**config.mk**
```make
export PLATFORM = sky130hd
export DESIGN_NAME = pc_gen_flat
export DESIGN_NICKNAME = d
export VERILOG_FILES = /design/src/rtl/pc_gen_pkg.sv /design/src/rtl/pc_gen_if.sv /design/src/rtl/pc_gen_next_pc_calc.sv /design/src/rtl/pc_gen.sv /design/src/flat_wrapper.sv
export SDC_FILE = /design/constraint.sdc
export NUM_CORES = 1
export LEC_CHECK = 0
export BUFFER_PORTS_ARGS = -buffer_cell sky130_fd_sc_hd__buf_2
export CAP_MARGIN = 20
export CORE_MARGIN = 2
export CORE_UTILIZATION = 27
export CTS_BUF_LIST = sky130_fd_sc_hd__clkbuf_8
export DETAILED_ROUTE_END_ITERATION = 8
export SKIP_LAST_GASP = 1
export SYNTH_ARGS = -nofsm -noshare
export SYNTH_HDL_FRONTEND = slang
export SYNTH_HIERARCHICAL = 1
export SYNTH_SLANG_ARGS = --single-unit
```
**constraint.sdc**
```tcl
create_clock -name clk -period 3.9 [get_ports clk]
set_clock_uncertainty 0.2 [all_clocks]
set_input_delay 0.39 -clock clk [delete_from_list [all_inputs] [get_ports clk]]
set_output_delay 0.39 -clock clk [all_outputs]
set_load 0.005 [all_outputs]
```
**src/rtl/pc_gen_pkg.sv**
```systemverilog
// Shared definitions for the PC generator: FSM encodings, the NOP word and
// the pc_src encodings agreed with the branch controller.
package pc_gen_pkg;

  localparam logic [1:0] PCG_BOOT  = 2'd0;
  localparam logic [1:0] PCG_FETCH = 2'd1;
  localparam logic [1:0] PCG_EXEC  = 2'd2;
  localparam logic [1:0] PCG_TRAP  = 2'd3;

  localparam logic [31:0] PCG_NOP = 32'h0000_0013;

  // pc_src_a selects sequential vs. taken; pc_src_b picks the taken base
  localparam logic PC_SRC_A_SEQ   = 1'b0;
  localparam logic PC_SRC_A_TAKEN = 1'b1;
  localparam logic PC_SRC_B_PC    = 1'b0;
  localparam logic PC_SRC_B_RS1   = 1'b1;

  typedef struct packed {
    logic a;
    logic b;
  } pc_src_t;

  // A control-flow target is word-misaligned when bit 1 is set
  function automatic logic target_misaligned(input logic [1:0] lsbs);
    return lsbs[1];
  endfunction

endpackage

```
**src/rtl/pc_gen_if.sv**
```systemverilog
// Instruction-memory fetch handshake: request/address out, ack/data back.
interface pc_gen_if #(
  parameter int XLEN = 32
) ();

  logic            if_req;
  logic [XLEN-1:0] if_addr;
  logic            if_ack;
  logic [31:0]     if_rdata;

  modport master (
    output if_req,
    output if_addr,
    input  if_ack,
    input  if_rdata
  );

  modport slave (
    input  if_req,
    input  if_addr,
    output if_ack,
    output if_rdata
  );

endinterface

```
**src/rtl/pc_gen_next_pc_calc.sv**
```systemverilog
// Combinational next-PC selection and misalign detection; kept standalone so
// prediction logic can reuse the same target arithmetic.
module next_pc_calc
  import pc_gen_pkg::*;
#(
  parameter int XLEN = 32
) (
  input  logic [XLEN-1:0] pc_i,
  input  logic [XLEN-1:0] imm_i,
  input  logic [XLEN-1:0] rs1_i,
  input  logic            pc_src_a_i,
  input  logic            pc_src_b_i,
  output logic [XLEN-1:0] next_o,
  output logic            misalign_hit_o
);

  logic [XLEN-1:0] seq_tgt;
  logic [XLEN-1:0] pc_rel_tgt;
  logic [XLEN-1:0] rs1_sum;
  logic [XLEN-1:0] rs1_rel_tgt;

  // All sums wrap modulo 2^XLEN
  assign seq_tgt     = pc_i + XLEN'(4);
  assign pc_rel_tgt  = pc_i + imm_i;
  assign rs1_sum     = rs1_i + imm_i;
  assign rs1_rel_tgt = {rs1_sum[XLEN-1:1], 1'b0};

  always_comb begin
    next_o         = seq_tgt;
    misalign_hit_o = 1'b0;
    if (pc_src_a_i == PC_SRC_A_TAKEN) begin
      if (pc_src_b_i == PC_SRC_B_RS1) begin
        next_o = rs1_rel_tgt;
      end else begin
        next_o = pc_rel_tgt;
      end
      misalign_hit_o = target_misaligned(next_o[1:0]);
    end
  end

endmodule

```
**src/rtl/pc_gen.sv**
```systemverilog
// Program counter and fetch sequencer: holds the PC, runs the fetch
// handshake, latches the instruction and traps on misaligned targets.
//
//   state     | meaning
//   ----------+-------------------------------------------------
//   PCG_BOOT  | one idle cycle after reset, no request
//   PCG_FETCH | if_req high at pc, waiting for if_ack
//   PCG_EXEC  | instr valid, waiting for commit to pick next pc
//   PCG_TRAP  | misaligned target seen, waiting for trap_clr
module pc_gen
  import pc_gen_pkg::*;
#(
  parameter int              XLEN      = 32,
  parameter logic [XLEN-1:0] RESET_VEC = XLEN'(32'h0000_0000),
  parameter logic [XLEN-1:0] TRAP_VEC  = XLEN'(32'h0000_0100)
) (
  input  logic            clk,
  input  logic            rst,
  pc_gen_if.master        fetch,
  input  logic            pc_src_a_i,
  input  logic            pc_src_b_i,
  input  logic [XLEN-1:0] imm_i,
  input  logic [XLEN-1:0] rs1_i,
  input  logic            commit_i,
  input  logic            trap_clr_i,
  output logic [XLEN-1:0] pc_o,
  output logic [XLEN-1:0] pc_plus4_o,
  output logic [31:0]     instr_o,
  output logic            instr_valid_o,
  output logic            misalign_o,
  output logic [XLEN-1:0] bad_addr_o
);

  logic [1:0]      state_q, state_d;
  logic [XLEN-1:0] pc_q, pc_d;
  logic [31:0]     instr_q, instr_d;
  logic [XLEN-1:0] bad_addr_q, bad_addr_d;

  logic [XLEN-1:0] calc_next;
  logic            calc_misalign;

  next_pc_calc #(
    .XLEN (XLEN)
  ) u_next_pc_calc (
    .pc_i           (pc_q),
    .imm_i          (imm_i),
    .rs1_i          (rs1_i),
    .pc_src_a_i     (pc_src_a_i),
    .pc_src_b_i     (pc_src_b_i),
    .next_o         (calc_next),
    .misalign_hit_o (calc_misalign)
  );

  always_comb begin
    state_d    = state_q;
    pc_d       = pc_q;
    instr_d    = instr_q;
    bad_addr_d = bad_addr_q;
    case (state_q)
      PCG_BOOT: begin
        state_d = PCG_FETCH;
      end
      PCG_FETCH: begin
        if (fetch.if_ack) begin
          instr_d = fetch.if_rdata;
          state_d = PCG_EXEC;
        end
      end
      PCG_EXEC: begin
        if (commit_i) begin
          if (calc_misalign) begin
            bad_addr_d = calc_next;
            state_d    = PCG_TRAP;
          end else begin
            pc_d    = calc_next;
            state_d = PCG_FETCH;
          end
        end
      end
      PCG_TRAP: begin
        if (trap_clr_i) begin
          pc_d    = TRAP_VEC;
          state_d = PCG_FETCH;
        end
      end
      default: begin
        state_d = PCG_BOOT;
      end
    endcase
  end

  always_ff @(posedge clk) begin
    if (rst) begin
      state_q    <= PCG_BOOT;
      pc_q       <= RESET_VEC;
      instr_q    <= PCG_NOP;
      bad_addr_q <= '0;
    end else begin
      state_q    <= state_d;
      pc_q       <= pc_d;
      instr_q    <= instr_d;
      bad_addr_q <= bad_addr_d;
    end
  end

  // Handshake and status flags are pure state decodes, so reset clears them
  assign fetch.if_req   = (state_q == PCG_FETCH);
  assign fetch.if_addr  = pc_q;
  assign pc_o           = pc_q;
  assign pc_plus4_o     = pc_q + XLEN'(4);
  assign instr_o        = instr_q;
  assign instr_valid_o  = (state_q == PCG_EXEC);
  assign misalign_o     = (state_q == PCG_TRAP);
  assign bad_addr_o     = bad_addr_q;

endmodule

```
**src/flat_wrapper.sv**
```systemverilog
// flat-port wrapper written by rule: the top's interface ports become plain ports
module pc_gen_flat import pc_gen_pkg::*;
#(
  parameter int              XLEN      = 32,
  parameter logic [XLEN-1:0] RESET_VEC = XLEN'(32'h0000_0000),
  parameter logic [XLEN-1:0] TRAP_VEC  = XLEN'(32'h0000_0100)
)
  (clk, rst, pc_src_a_i, pc_src_b_i, imm_i, rs1_i, commit_i, trap_clr_i, pc_o, pc_plus4_o, instr_o, instr_valid_o, misalign_o, bad_addr_o, fetch_if_req, fetch_if_addr, fetch_if_ack, fetch_if_rdata);
  pc_gen_if #(.XLEN(XLEN)) fetch_i ();
  input  logic clk;
  input  logic rst;
  input  logic pc_src_a_i;
  input  logic pc_src_b_i;
  input  logic [XLEN-1:0] imm_i;
  input  logic [XLEN-1:0] rs1_i;
  input  logic commit_i;
  input  logic trap_clr_i;
  output logic [XLEN-1:0] pc_o;
  output logic [XLEN-1:0] pc_plus4_o;
  output logic [31:0] instr_o;
  output logic instr_valid_o;
  output logic misalign_o;
  output logic [XLEN-1:0] bad_addr_o;
  output wire logic [$bits(fetch_i.if_req)-1:0] fetch_if_req;
  output wire logic [$bits(fetch_i.if_addr)-1:0] fetch_if_addr;
  input wire logic [$bits(fetch_i.if_ack)-1:0] fetch_if_ack;
  input wire logic [$bits(fetch_i.if_rdata)-1:0] fetch_if_rdata;
  assign fetch_if_req = fetch_i.if_req;
  assign fetch_if_addr = fetch_i.if_addr;
  assign fetch_i.if_ack = fetch_if_ack;
  assign fetch_i.if_rdata = fetch_if_rdata;
  pc_gen #(.XLEN(XLEN), .RESET_VEC(RESET_VEC), .TRAP_VEC(TRAP_VEC)) u_core (.clk(clk), .rst(rst), .fetch(fetch_i), .pc_src_a_i(pc_src_a_i), .pc_src_b_i(pc_src_b_i), .imm_i(imm_i), .rs1_i(rs1_i), .commit_i(commit_i), .trap_clr_i(trap_clr_i), .pc_o(pc_o), .pc_plus4_o(pc_plus4_o), .instr_o(instr_o), .instr_valid_o(instr_valid_o), .misalign_o(misalign_o), .bad_addr_o(bad_addr_o));
endmodule
```
# Word level (Yosys, flattened, before mapping)
# Index checks and enable logic that the tools add are counted.
# totals
register_bits	98
output_inout_bits	163
word_cells	32
# op_classes
addsub	3
n_eq_ne	7
muxes	12
n_reduce_logical	6
# op_table
cell	count
$mux 32	5
$add 32x32->32	2
$pmux 32 s2	1
$add 32x3->32 const B	1
$mux 2	4
$pmux 2 s4	1
$ne 2x2->1 const B	3
$reduce_and 3->1	2
$eq 2x2->1 const B	2
$reduce_and 4->1	1
$eq 2x1->1 const B	1
$logic_not 2->1	1
$ne 2x1->1 const B	1
$reduce_and 2->1	1
$reduce_bool 2->1	1
$mux 1	1

# Depth between registers and ports, before layout
# depth
word_depth	6
mapped_depth	14
ltp_nobuf	14

# Modules after synthesis
# The synthesis kept the hierarchy.
# modules_own_cells
module	instances	cells_each	area_per_inst_um2
next_pc_calc	1	655	4511.8
pc_gen	1	555	4322.9

# Worst setup path after synthesis
# Ideal clock, no wire load.
# synth_timing
path_kind	register -> register
startpoint	register u_core.pc_q[11] (netlist: u_core/fetch.if_addr[11])
endpoint	register u_core.pc_q[30] (netlist: u_core/fetch.if_addr[30])
setup_time_ns	0.070
arrival_time_ns	2.769
required_time_ns	3.630
slack_ns	0.861
stages_incl_launch_ff	13
path_buffers	0
synth_period_minus_slack_ns	3.039
path_cell_list	dfxtp_1 ha_1 a21o_2 a221oi_1 o31ai_1 nor3_1 nand2_1 a31oi_1 o21ai_1 xnor2_1 a211oi_1 nand3_1 a21oi_1
# synth_between
elab_chain_cells	6
# synth_lines
item	line_no	source
from (decl)	pc_gen.sv:35	logic [XLEN-1:0] pc_q, pc_d;
from (signal assigned)	pc_gen.sv:100	pc_q <= pc_d;
$add 32x32->32	pc_gen_next_pc_calc.sv:24	assign pc_rel_tgt = pc_i + imm_i;
$mux 32	pc_gen_next_pc_calc.sv:32	if (pc_src_b_i == PC_SRC_B_RS1) begin
$mux 32 *	pc_gen_next_pc_calc.sv:31	if (pc_src_a_i == PC_SRC_A_TAKEN) begin
net u_core.calc_next[30]	pc_gen.sv:39	logic [XLEN-1:0] calc_next;
$mux 32 *	pc_gen.sv:71	if (calc_misalign) begin
$mux 32 *	pc_gen.sv:70	if (commit_i) begin
$pmux 32 s2 *	pc_gen.sv:59	case (state_q)
# Mark *: on every way through the listed nets, which the timed path passes. The rest lies on a longest branch. The select of a mux whose other input is x is not followed.
# A chain may end at the register's enable or synchronous reset.

# Worst setup path in the final report
# layout_timing
startpoint	register u_core.pc_q[0] (netlist: u_core/fetch.if_addr[0])
endpoint	register u_core.pc_q[30] (netlist: u_core/fetch.if_addr[30])
# The elaborated chain is that of the path after synthesis.

==> summary.md <==
| Metric | Value |
|---|---|
| Layout cell share with drive strength beyond 1 | `0.253` |
| Dominant cell type by area after synthesis | `dfxtp_1` |
| Post-route cell area | `0.0107 sq mm` |
| Vias/cell | `5.11` |
| WP data required | `around 4 ns` |
| Adder-Cell Fraction of Synth Area | `0.0980` |
| WL per Instance | `around 17 um` |
| Startpoint types | `flop` |
| Max-cap viol count | `0` |
| Critical path's top delay family | `compound AO/OA/AOI/OAI gates` |
| Worst Tran Pin Value | `about 1.1 ns` |
| Crit. End Element | `flop` |
| Synth Net Count | `1381` |
| Final Slew Violations | `0` |
| Top cells by area, synth | `dfxtp_1 (22%), nand2_1 (10%), ha_1 (9.3%), a21oi_1 (8.7%), xnor2_1 (6.9%)` |
| Post-DP HPWL | `between 20000 and 25000 um` |
| CTS tree | `yes` |
| VDD IR max | `0.165 mV` |
| H-tree depth | `3` |
| Iter 0 DRT Violations | `about 770` |
| Core Footprint | `0.0324 sq mm` |
| Final setup fails | `0` |
| Post-CTS setup buffer count | `0` |
| Largest net degree at the start of global routing | `35` |
| ANT nets after route | `0` |
| Crit-path cells | `ha_1 -> inv_1 -> fa_1 -> nor2b_1 -> o2111ai_1 -> a2111oi_1 -> buf_4 -> nor3_1 -> nand2_1 -> a31oi_1 -> o21ai_1 -> xnor2_1 -> a211oi_1 -> nand3_1 -> a21oi_1` |
| WP data arrival | `about 3.7 ns` |
| GRT Util Overall | `0.178` |
| Hold_ws | `between 0.02 and 0.03 ns` |
| Compound-Gate Fraction of Synth Area | `0.230` |
| Final hold vios | `0` |
| Power Total | `2.72 mW` |
| GP Congestion | `0.880` |
| Final nets | `1599` |
| Leakage power | `4.82 nW` |
| CP max-delay cell | `a2111oi_1` |
| First-pass GRT wire length | `47400 um` |
| DRC Markers | `0` |
| Worst path max stage delay | `0.47 ns` |
| WL final | `~32000 um` |
| Register area share after synthesis | `0.222` |
| Die width | `185 um` |
| Post-synthesis simple-gate area fraction | `0.258` |
| Clock latency on the worst-skew pair | `0.40 ns` |
| Vias in the first global route | `8646` |
| EDFF count, synth | `0` |
| Port bufs | `265` |
| Most frequent cell after synthesis | `nand2_1` |
| Synth top cells by count | `nand2_1 (238), a21oi_1 (154), dfxtp_1 (98)` |
| Main combinational cell family by area after synthesis | `simple AND/OR/NAND/NOR gates` |
| CTS Buf Count | `9` |
| Crit path max fanout | `6` |
| Mapped Cells | `1210` |
| Clock Tree Root | `clkbuf_8` |
| Hold path cells | `3` |
| IO Pins | `around 270` |
| Worst R2R Path Depth | `15` |
| Relative slew slack | `0.255` |
| Number of distinct library cells after synthesis | `78` |
| Via count | `9592` |
| Starting density of the core | `0.273` |
| FFs w/ async S/R, synth | `0` |
| P&R area growth vs syn | `21.2%` |
| Fmax | `0.279 GHz` |
| Logic depth of the worst path, buffers included | `15` |
| Top cell type's share of synthesized area | `0.222` |
| Placed cell area | `0.0104 sq mm` |
| Clk sinks | `between 90 and 100` |
| Mux share of post-synthesis cell area | `0.00680` |
| Die ar. | `0.0342 sq mm` |
| PD cells | `between 200 and 300 mW/mm^2` |
| WS Path Type | `flop to flop` |
| Std cell rows | `66` |
| Mean area per synthesized cell | `around 7.3 sq um` |
| Post-Synth XOR/XNOR Area | `0.109` |
| Predominant post-synthesis flop cell | `dfxtp_1` |
| Clock Pin Slew Worst Setup and Hold Paths | `0.13 ns` |
| Tmin final | `3.58 ns` |
| Clock buffer depth | `2` |
| Final worst-path cycle share | `0.918` |
| Vert. Die Dim | `185 um` |
| Number of detailed-route iterations in the first pass | `5` |
| Synth warnings | `6` |
| CP Buf/Inv Count | `2` |
| Initial antenna violation count | `1` |
| Mapped cell area | `0.00883 sq mm` |
| Post-synthesis register bit count | `98` |
| Gr ovfl total | `0` |
| Status | `finished, final reports clean` |
| HP Class | `input port to flop` |
[what timing repair did]
item | in CTS | in global routing
hold buffers | 2 | 0
endpoints found under the hold margin | 2 | 0
endpoints found under the setup margin | 0 | 3
gates resized for setup | 0 | 1
[worst reg2reg max path, stage by stage, from the launching register on]
cell       delay, ns
dfxtp_1         0.42
ha_1            0.23
inv_1           0.07
fa_1            0.41
nor2b_1         0.17
o2111ai_1       0.20
a2111oi_1       0.48
buf_4           0.18
nor3_1          0.08
nand2_1         0.09
a31oi_1         0.16
o21ai_1         0.20
xnor2_1         0.10
a211oi_1        0.27
nand3_1         0.11
a21oi_1         0.15
[cell families after synthesis]
| group | after synthesis |
|---|---|
| simple gates | 477 |
| compound gates | 329 |
| buf+inv | 122 |
| xor+xnor | 110 |
| flops | 98 |
| fa+ha+maj | 68 |
| mux | 6 |
[final timing paths]
path                                         from  slack [ns]                                    end
max          u_core/fetch.if_addr[0]$_SDFFE_PP0P_        0.32  u_core/fetch.if_addr[30]$_SDFFE_PP0P_
min                             fetch_if_rdata[1]        0.03         u_core/instr_o[1]$_SDFFE_PP1P_
max reg2reg  u_core/fetch.if_addr[0]$_SDFFE_PP0P_        0.32  u_core/fetch.if_addr[30]$_SDFFE_PP0P_
min reg2reg       u_core/instr_o[15]$_SDFFE_PP0P_        0.26        u_core/instr_o[15]$_SDFFE_PP0P_
[area by class of cell]
class                      instances  area (sq um)
timing repair buffer             305          1670
fill                            3582         21700
antenna                            1          2.50
tap                              442           553
inverter                          24          90.1
sequential                        98          1960
clock buffer                       9           124
clock inverter                     7          92.6
multi-input combinational        990          6210
[placed cells by master, fill, tap and decap left out, drive strengths merged, types with 9 or more instances in the layout]
master / n
a21oi: 155
o211ai: 13
clkbuf: 9
a31oi: 12
nor2b: 9
nand3: 67
nor2: 57
inv: 29
nand2: 238
buf: 303
ha: 66
xor2: 40
nand4: 27
o21ai: 56
xnor2: 70
nor3: 15
and2: 9
dfxtp: 98
and3: 15
a211oi: 14
a21o: 27
[sequential cells by signal (all words and copies together), names as in the netlist]
signal / count
u_core/instr_o: 32
u_core/bad_addr_o: 32
u_core/state_q: 2
u_core/fetch.if_addr: 32
[layer usage]
metal / GRT usage / vias up / wire length (um)
li1: - / 4681 / -
met1: 0.226 / 4557 / 13800
met2: 0.316 / 324 / 15900
met3: 0.0181 / 30 / 1630
met4: 0.0495 / 0 / 648
met5: 0 / - / 0
[power breakdown]
part	switching [mW]	total [mW]	internal [mW]	leakage (nW)
combinational	0.548	0.917	0.369	3.92
sequential	0.0257	1.06	1.04	0.794
clock	0.424	0.740	0.316	0.110
[through the flow]
step                utilization  setup TNS [ns]  std cells  worst slack (ns)
floorplan                     -               0       1210             0.861
global placement          0.322               0       1855             0.215
detailed placement        0.322               0       1855             0.229
CTS                       0.329               0       1873             0.396
global route              0.331         -0.0644       1876           -0.0644
finish                    0.331               0       1876             0.322
Note: power is estimated with default switching activity, not from simulation.
